File: src/rtl/sp_ctrl_if.sv
// sp_ctrl_if: write-back row stream and read request/response bundle.
// master drives requests and rows, slave (sp_ctrl) answers.
interface sp_ctrl_if #(
  parameter int SP_NTARGETS = 4,
  parameter int DATA_WIDTH  = 32,
  parameter int BUS_WIDTH   = 64
);
  localparam int MAX_DIM = BUS_WIDTH / DATA_WIDTH;
  localparam int TW = (SP_NTARGETS > 1) ? $clog2(SP_NTARGETS) : 1;
  localparam int RW = $clog2(MAX_DIM);

  logic                 wb_start_i;
  logic [TW-1:0]        wb_target_i;
  logic                 wb_valid_i;
  logic                 wb_ready_o;
  logic [BUS_WIDTH-1:0] wb_data_i;
  logic                 wb_done_o;

  logic                 rd_req_i;
  logic                 rd_gnt_o;
  logic [TW-1:0]        rd_target_i;
  logic [RW-1:0]        rd_row_i;
  logic                 rd_valid_o;
  logic [BUS_WIDTH-1:0] rd_data_o;

  modport master (
    output wb_start_i, wb_target_i, wb_valid_i, wb_data_i,
    output rd_req_i, rd_target_i, rd_row_i,
    input  wb_ready_o, wb_done_o,
    input  rd_gnt_o, rd_valid_o, rd_data_o
  );

  modport slave (
    input  wb_start_i, wb_target_i, wb_valid_i, wb_data_i,
    input  rd_req_i, rd_target_i, rd_row_i,
    output wb_ready_o, wb_done_o,
    output rd_gnt_o, rd_valid_o, rd_data_o
  );
endinterface

File: src/rtl/sp_ctrl.sv
// sp_ctrl: scratchpad controller for matrix write-back and row reads.
// Define SP_CTRL_RR_EN for round-robin tie arbitration (default: write wins).
module sp_ctrl #(
  parameter int SP_NTARGETS = 4,
  parameter int DATA_WIDTH  = 32,
  parameter int BUS_WIDTH   = 64,
  localparam int MAX_DIM = BUS_WIDTH / DATA_WIDTH,
  localparam int TW = (SP_NTARGETS > 1) ? $clog2(SP_NTARGETS) : 1,
  localparam int RW = $clog2(MAX_DIM),
  localparam int AW = $clog2(SP_NTARGETS * MAX_DIM)
) (
  input  logic                 clk_i,
  input  logic                 rst_ni,
  sp_ctrl_if.slave             bus,
  output logic                 sp_we_o,
  output logic [AW-1:0]        sp_addr_o,
  output logic [BUS_WIDTH-1:0] sp_wdata_o,
  input  logic [BUS_WIDTH-1:0] sp_rdata_i,
  output logic                 busy_o,
  output logic                 err_o
);

  typedef enum logic [1:0] {
    IDLE,
    WRITE,
    READ,
    DONE
  } state_e;

  state_e               state_q;
  logic [TW-1:0]        tgt_q;
  logic [RW-1:0]        row_q;
  logic [BUS_WIDTH-1:0] rd_data_q;
  logic                 err_q;

  logic idle;
  logic beat;
  logic last;
  logic rd_prio;
  logic wr_win;
  logic rd_win;
  logic wr_ok;
  logic rd_ok;
  logic wr_go;
  logic rd_go;
  logic err_set;

  function automatic logic [AW-1:0] row_addr(
    input logic [TW-1:0] t,
    input logic [RW-1:0] r
  );
    return AW'(32'(t) * 32'(MAX_DIM) + 32'(r));
  endfunction

`ifdef SP_CTRL_RR_EN
  // rr_q=1 means the next tie goes to the read side
  logic rr_q;

  always_ff @(posedge clk_i or negedge rst_ni) begin
    if (!rst_ni) begin
      rr_q <= 1'b1;
    end else if (idle && bus.wb_start_i && bus.rd_req_i) begin
      rr_q <= ~rr_q;
    end
  end

  assign rd_prio = rr_q;
`else
  assign rd_prio = 1'b0;
`endif

  always_comb begin
    idle   = (state_q == IDLE);
    beat   = (state_q == WRITE) && bus.wb_valid_i;
    last   = (32'(row_q) == 32'(MAX_DIM - 1));
    wr_ok  = (32'(bus.wb_target_i) < 32'(SP_NTARGETS));
    rd_ok  = (32'(bus.rd_target_i) < 32'(SP_NTARGETS));
    wr_win = bus.wb_start_i && !(bus.rd_req_i && rd_prio);
    rd_win = bus.rd_req_i && !(bus.wb_start_i && !rd_prio);
    wr_go  = idle && wr_win && wr_ok;
    rd_go  = idle && rd_win && rd_ok && rst_ni;
    // a start lost in a tie is dropped, not queued
    err_set = (bus.wb_start_i && !idle)
            || (idle && wr_win && !wr_ok)
            || (idle && rd_win && !rd_ok)
            || (idle && bus.wb_start_i && !wr_win);
  end

  always_comb begin
    sp_we_o    = beat;
    sp_addr_o  = '0;
    sp_wdata_o = '0;
    unique case (1'b1)
      beat: begin
        sp_addr_o  = row_addr(tgt_q, row_q);
        sp_wdata_o = bus.wb_data_i;
      end
      rd_go: begin
        sp_addr_o = row_addr(bus.rd_target_i, bus.rd_row_i);
      end
      default: ;
    endcase
  end

  always_ff @(posedge clk_i or negedge rst_ni) begin
    if (!rst_ni) begin
      state_q   <= IDLE;
      tgt_q     <= '0;
      row_q     <= '0;
      rd_data_q <= '0;
      err_q     <= 1'b0;
    end else begin
      if (err_set) begin
        err_q <= 1'b1;
      end
      unique case (state_q)
        IDLE: begin
          if (wr_go) begin
            tgt_q   <= bus.wb_target_i;
            row_q   <= '0;
            state_q <= WRITE;
          end else if (rd_go) begin
            rd_data_q <= sp_rdata_i;
            state_q   <= READ;
          end
        end
        WRITE: begin
          if (beat) begin
            if (last) begin
              state_q <= DONE;
            end else begin
              row_q <= row_q + 1'b1;
            end
          end
        end
        READ:    state_q <= IDLE;
        DONE:    state_q <= IDLE;
        default: state_q <= IDLE;
      endcase
    end
  end

  assign bus.wb_ready_o = (state_q == WRITE);
  assign bus.wb_done_o  = (state_q == DONE);
  assign bus.rd_gnt_o   = rd_go;
  assign bus.rd_valid_o = (state_q == READ);
  assign bus.rd_data_o  = rd_data_q;
  assign busy_o         = !idle;
  assign err_o          = err_q;

endmodule

File: src/flat_wrapper.sv
// flat-port wrapper written by rule: the top's interface ports become plain ports
module sp_ctrl_flat 
#(
  parameter int SP_NTARGETS = 4,
  parameter int DATA_WIDTH  = 32,
  parameter int BUS_WIDTH   = 64,
  localparam int MAX_DIM = BUS_WIDTH / DATA_WIDTH,
  localparam int TW = (SP_NTARGETS > 1) ? $clog2(SP_NTARGETS) : 1,
  localparam int RW = $clog2(MAX_DIM),
  localparam int AW = $clog2(SP_NTARGETS * MAX_DIM)
)
  (clk_i, rst_ni, sp_we_o, sp_addr_o, sp_wdata_o, sp_rdata_i, busy_o, err_o, bus_wb_start_i, bus_wb_target_i, bus_wb_valid_i, bus_wb_data_i, bus_rd_req_i, bus_rd_target_i, bus_rd_row_i, bus_wb_ready_o, bus_wb_done_o, bus_rd_gnt_o, bus_rd_valid_o, bus_rd_data_o);
  sp_ctrl_if #(.SP_NTARGETS(SP_NTARGETS), .DATA_WIDTH(DATA_WIDTH), .BUS_WIDTH(BUS_WIDTH)) bus_i ();
  input  logic clk_i;
  input  logic rst_ni;
  output logic sp_we_o;
  output logic [AW-1:0] sp_addr_o;
  output logic [BUS_WIDTH-1:0] sp_wdata_o;
  input  logic [BUS_WIDTH-1:0] sp_rdata_i;
  output logic busy_o;
  output logic err_o;
  input wire logic [$bits(bus_i.wb_start_i)-1:0] bus_wb_start_i;
  input wire logic [$bits(bus_i.wb_target_i)-1:0] bus_wb_target_i;
  input wire logic [$bits(bus_i.wb_valid_i)-1:0] bus_wb_valid_i;
  input wire logic [$bits(bus_i.wb_data_i)-1:0] bus_wb_data_i;
  input wire logic [$bits(bus_i.rd_req_i)-1:0] bus_rd_req_i;
  input wire logic [$bits(bus_i.rd_target_i)-1:0] bus_rd_target_i;
  input wire logic [$bits(bus_i.rd_row_i)-1:0] bus_rd_row_i;
  output wire logic [$bits(bus_i.wb_ready_o)-1:0] bus_wb_ready_o;
  output wire logic [$bits(bus_i.wb_done_o)-1:0] bus_wb_done_o;
  output wire logic [$bits(bus_i.rd_gnt_o)-1:0] bus_rd_gnt_o;
  output wire logic [$bits(bus_i.rd_valid_o)-1:0] bus_rd_valid_o;
  output wire logic [$bits(bus_i.rd_data_o)-1:0] bus_rd_data_o;
  assign bus_i.wb_start_i = bus_wb_start_i;
  assign bus_i.wb_target_i = bus_wb_target_i;
  assign bus_i.wb_valid_i = bus_wb_valid_i;
  assign bus_i.wb_data_i = bus_wb_data_i;
  assign bus_i.rd_req_i = bus_rd_req_i;
  assign bus_i.rd_target_i = bus_rd_target_i;
  assign bus_i.rd_row_i = bus_rd_row_i;
  assign bus_wb_ready_o = bus_i.wb_ready_o;
  assign bus_wb_done_o = bus_i.wb_done_o;
  assign bus_rd_gnt_o = bus_i.rd_gnt_o;
  assign bus_rd_valid_o = bus_i.rd_valid_o;
  assign bus_rd_data_o = bus_i.rd_data_o;
  sp_ctrl #(.SP_NTARGETS(SP_NTARGETS), .DATA_WIDTH(DATA_WIDTH), .BUS_WIDTH(BUS_WIDTH)) u_core (.clk_i(clk_i), .rst_ni(rst_ni), .bus(bus_i), .sp_we_o(sp_we_o), .sp_addr_o(sp_addr_o), .sp_wdata_o(sp_wdata_o), .sp_rdata_i(sp_rdata_i), .busy_o(busy_o), .err_o(err_o));
endmodule
File: config.mk
export PLATFORM = sky130hd
export DESIGN_NAME = sp_ctrl_flat
export DESIGN_NICKNAME = d
export VERILOG_FILES = /design/src/rtl/sp_ctrl_if.sv /design/src/rtl/sp_ctrl.sv /design/src/flat_wrapper.sv
export SDC_FILE = /design/constraint.sdc
export NUM_CORES = 1
export LEC_CHECK = 0
export CORE_AREA = 2 2 108 110
export DETAILED_ROUTE_END_ITERATION = 8
export DIE_AREA = 0 0 110 112
export PLACE_DENSITY_LB_ADDON = 0.12
export SLEW_MARGIN = 20
export SYNTH_ARGS = -nofsm -noshare
export SYNTH_HDL_FRONTEND = slang
export SYNTH_SLANG_ARGS = --single-unit
export TNS_END_PERCENT = 50
File: constraint.sdc
create_clock -name clk_i -period 1.85 [get_ports clk_i]
set_input_delay 0.2775 -clock clk_i [delete_from_list [all_inputs] [get_ports clk_i]]
set_output_delay 0.2775 -clock clk_i [all_outputs]
set_load 0.01 [all_outputs]
; ---- Word-level counts from Yosys, hierarchy flattened
; Cells that the tools add are included.
[word_totals]
ff_bits = 70
input_bits = 138
output_inout_bits = 138
elab_cells = 44
[op_classes]
n_addsub = 3
n_eq_ne = 7
n_mux = 11
n_bitwise = 1
reduce_logical = 17
[ops]
columns = op, count
row1 = $mux 64, 1
row2 = $reduce_and 3->1, 3
row3 = $mux 2, 4
row4 = $logic_and 1x1->1, 7
row5 = $add 3x1->3, 2
row6 = $pmux 2 s3, 1
row7 = $pmux 3 s2, 1
row8 = $eq 2x2->1 const B, 2
row9 = $ne 2x2->1 const B, 2
row10 = $mux 1, 3
row11 = $ne 3x3->1 const B, 1
row12 = $eq 2x1->1 const B, 1
row13 = $logic_not 1->1, 2
row14 = $logic_not 2->1, 1
row15 = $ne 2x1->1 const B, 1
row16 = $pmux 1 s2, 1
row17 = $reduce_and 2->1, 1
row18 = $reduce_bool 2->1, 1
row19 = $reduce_or 2->1, 1
row20 = $add 1x1->1 const B, 1
row21 = $logic_or 1x1->1, 1
row22 = $not 1->1, 1

; ---- Logic depth before layout (Yosys ltp)
[depth]
word_depth = 7
ltp_mapped = 6
mapped_depth_nobuf = 4

; ---- Worst setup path after synthesis
; OpenSTA, ideal clock, no wires.
[synth_timing]
path_type = register to output
startpoint = register u_core.state_q[1]
endpoint = output port sp_addr_o[0]
arrival_time_ns = 1.368
t_required_ns = 1.572
path_slack_ns = 0.205
path_stages_with_launch = 7
n_path_buf = 2
cell_sequence = dfrtp_1 -> nor2_1 -> inv_2 -> nor3_4 -> buf_6 -> buf_6 -> a22o_1
[synth_between]
elab_chain_cells = 4
elab_cells_between_ends = 6
cone_classes = eq/ne: 1 / mux: 1 / reduce/logical: 4
[synth_rtl]
columns = item, line_no
row1 = start: declaration, sp_ctrl.sv:30  ; state_e state_q;
row2 = start signal: assignment, sp_ctrl.sv:107  ; state_q <= IDLE;
row3 = start signal: assignment, sp_ctrl.sv:121  ; state_q <= WRITE;
row4 = start signal: assignment, sp_ctrl.sv:124  ; state_q <= READ;
row5 = $logic_not 2->1, sp_ctrl.sv:73  ; idle = (state_q == IDLE);
row6 = $logic_and 1x1->1 (2 in a row), sp_ctrl.sv:81  ; rd_go = idle && rd_win && rd_ok && rst_ni;
row7 = via bus_rd_gnt_o, flat_wrapper.sv:31  ; output wire logic [$bits(bus_i.rd_gnt_o)-1:0] bus_rd_gnt_o;
row8 = $pmux 3 s2, sp_ctrl.sv:93  ; unique case (1'b1)
row9 = end: declaration, flat_wrapper.sv:17  ; output logic [AW-1:0] sp_addr_o;
; The timed path passes the listed nets, and every way through them passes these cells.

; ---- Worst setup path after layout
[layout_timing]
startpoint = register u_core.state_q[0]
endpoint = output port sp_addr_o[1]
[layout_between]
elab_chain_cells = 4
elab_cells_between_ends = 6
cone_classes = eq/ne: 1 / mux: 1 / reduce/logical: 4
[layout_rtl]
columns = item, line_no
row1 = $logic_not 2->1, sp_ctrl.sv:73
row2 = $logic_and 1x1->1 (2 in a row), sp_ctrl.sv:81
row3 = $pmux 3 s2 (*), sp_ctrl.sv:93
; Every way passes the cells marked *; elsewhere a longest branch is shown, timed or not.

==> flow_summary.toml <==
[clocking]
cts_root_buf = "clkbuf_16"
cts_tree = "done"
clock_sinks = 70
cts_hold_buf = 0
clock_latency_ns = 0.33
numCtsBuffers = 9
cts_max_path_buffers = 2
htree_levels = 3
cts.clk_slew.worst_paths_ns = 0.06

[die]
num_rows = 39
die_x_um = 110
io-pin-count = 276
start_util_pct = 27.96
core_um2 = 11170
die_y_um = 112
die_area_um2 = 12320

[yosys]
synth_cells = 239
ys_ff_latch = 70
synth_area_per_cell_um2 = 13.07
yosysWarnings = 0
ys_seq_area_share_pct = 56.07
synth_area_leaders = "dfrtp_1 (56%), mux2_2 (22%), and3_1 (13%)"
synthesis.nets = 377
synth_top_area_cell = "dfrtp_1"
synth_top_area_share_pct = 56.07
synth_cell_types = 15
synth_area_um2 = 3124

[global_route]
overflow = 0
grt_util_met2_pct = 34.27
use_met1_pct = 21.11
grt_pass1_vias = 3289
busiest_layer = "met2"
grt_max_degree = 71
gr-usage-all-layers_pct = 19.60
grtUsageMet3_pct = 8.431
antenna_found_initial = 0
grt_pass1_wl_mm = 18.01

[cells_and_area]
final_area_um2 = 6441
layout.cells.non_filler = 683
final_nets = 674
num_antenna_cells = 0
syn_to_final_growth_pct = 106.2
final_layout_size_suffix_gt1_share_pct = 35.74

[sta]
slew_headroom_pct = 41.32
drv_slew = 0
fin_setup_tns_ns = -0.2034
hold_violations = 0
skew_ns = 0.006708
whs_ns = 0.2035
post-route-period-util_pct = 105.5
worst_slack_ns = -0.1020
worst_pin_slew_ns = 0.8802
report.final.setup_viol = 6
clock.fmax_ghz = 0.5123
period_minus_slack_ns = 1.952
grt_setup_unrepaired = "true"

[pwr]
power-per-cell-area_nw_per_um2 = 1438
ir_drop_v = 0.0008752
power_leakage_uw = 0.003048

[detailed_routing]
vias = 3133
drt-wirelength-per-cell_um = 18.13
drt-initial-drc-count = 123
antenna_left = 0
drc = 0
postRouteWirelength_mm = 12.38
routed_via_density = 4.587
drtPass1Iterations = 4

[critical_path]
crit_slowest_cell = "dfrtp_1"
rr_startpoint = "u_core.state_q[0]$_DFFE_PN0P_"
worstSetupStartpoint = "u_core.state_q[0]$_DFFE_PN0P_"
critical_path_class = "reg -> out"
start_kind = "flip-flop"
crit_path_max_incr_delay_ns = 0.39
cp.arrival_ns = 1.67
crit_fanout = 5
path_common_cell = "buf_6"
critPathCaptureType = "output pin"
path_cells = "buf_6, nor2_4, inv_2, nor3_4, buf_12, buf_6, a22o_1, buf_2"
cp.required_ns = 1.57

[placed_design]
placed_cell_area_um2 = 6122
post-place-ws_ns = -0.3423
port_buffers = 275
gp_congestion = 0.8551
dp_hpwl_mm = 9.534
placedCellCount = 656

[run]
drv_cap = 0

[worst_hold_path]
hp-class = "in -> async"

[status]
status = "complete, but fails checks"
failed_checks = "negative setup slack"
## synthesized netlist by cell type
cell type   n
mux2_2     61
mux2_1      5
clkbuf_1   15
buf_4       5
and2_1      2
a21o_1      3
nor2b_1     2
nor3_4      1
nor2_1      3
and3_1     64
buf_6       2
nand2_1     2
a22o_1      3
inv_2       1
dfrtp_1    70
## state kept, by name, summed over array words and instances, names as in the netlist
register	flops
u_core.err_o	1
u_core.state_q	2
u_core.tgt_q	2
u_core.bus.rd_data_o	64
u_core.last	1
## worst paths after layout
kind	to	slack [ns]	depth (start not counted)
max	sp_addr_o[1]	-0.10	8
min	u_core.bus.rd_data_o[21]$_DFFE_PN0P_	0.20	2
max reg2reg	u_core.bus.rd_data_o[14]$_DFFE_PN0P_	0.07	8
min reg2reg	u_core.bus.rd_data_o[9]$_DFFE_PN0P_	0.49	1
max in group asynchronous	u_core.state_q[1]$_DFFE_PN0P_	1.09	2
min in group clk_i	u_core.bus.rd_data_o[9]$_DFFE_PN0P_	0.49	1
## critical path, delay by kind of cell, from the launching register on
family	cells	cell delay, ns
compound gates	1	0.11
buf+inv	5	0.57
flops	1	0.39
simple gates	2	0.29
## layout by cell type (no fill, tap or decap)
cell	count
buf_4	15
and3_1	56
inv_2	1
bufinv_16	2
mux2_2	61
clkdlybuf4s50_1	201
and3_4	8
inv_6	1
dfrtp_1	70
buf_8	2
nor2_4	1
clkbuf_16	10
clkbuf_2	22
nor2b_4	1
nor2b_1	1
mux2_1	5
and2_1	1
clkinv_4	1
dlygate4sd2_1	1
buf_12	4
nor2_1	2
buf_2	37
a21o_1	3
clkdlybuf4s15_1	2
buf_6	21
nand2_1	2
clkinv_2	1
a22o_1	3
clkbuf_8	1
buf_16	2
nor3_4	1
and2_4	1
## cells by family (layout without fill, tap and decap cells)
kind of cell           count (synthesis)  in the layout  share of synthesized area, %
AND/OR/NAND/NOR                       74             74                         14.74
flip-flops                            70             70                         56.07
multiplexers                          66             66                         23.79
buffers and inverters                 23            324                         3.844
AO/OA/AOI/OAI                          6              6                         1.562
## layout make-up
class / instances / area [um2]
multi-input combinational: 146 / 1310
fill: 991 / 4733
tap: 143 / 178.9
clock buffer: 10 / 239.0
timing repair buffer: 308 / 2875
clock inverter: 5 / 82.58
inverter: 1 / 3.754
sequential: 70 / 1752
## per-stage QoR
step	util, %	power, uW
final	57.64	9261
after global routing	57.64	9788
after CTS	57.69	9281
after detailed placement	54.79	7200
after global placement	54.79	7111
after floorplan	-	4350
## power breakdown
part / leakage, uW / switching (uW) / internal (uW) / total, uW
registers: 0.000845 / 376 / 2280 / 2650
logic: 0.00204 / 1820 / 2960 / 4770
clock network: 0.000159 / 624 / 1210 / 1840
## routing by layer
layer  wire length [um]  up-vias
met4                225        0
met5                  0        -
met1               4490     1514
met2               6349      156
li1                   -     1445
met3               1318       18
## timing repair
item,4_1_cts,5_1_grt
endpoints found under the setup margin,99,77
gates resized for setup,228,83
pin swaps,2,4
buffers inserted,7,2
cloned,2,1
No activity file was read; power rests on OpenSTA's default activity.
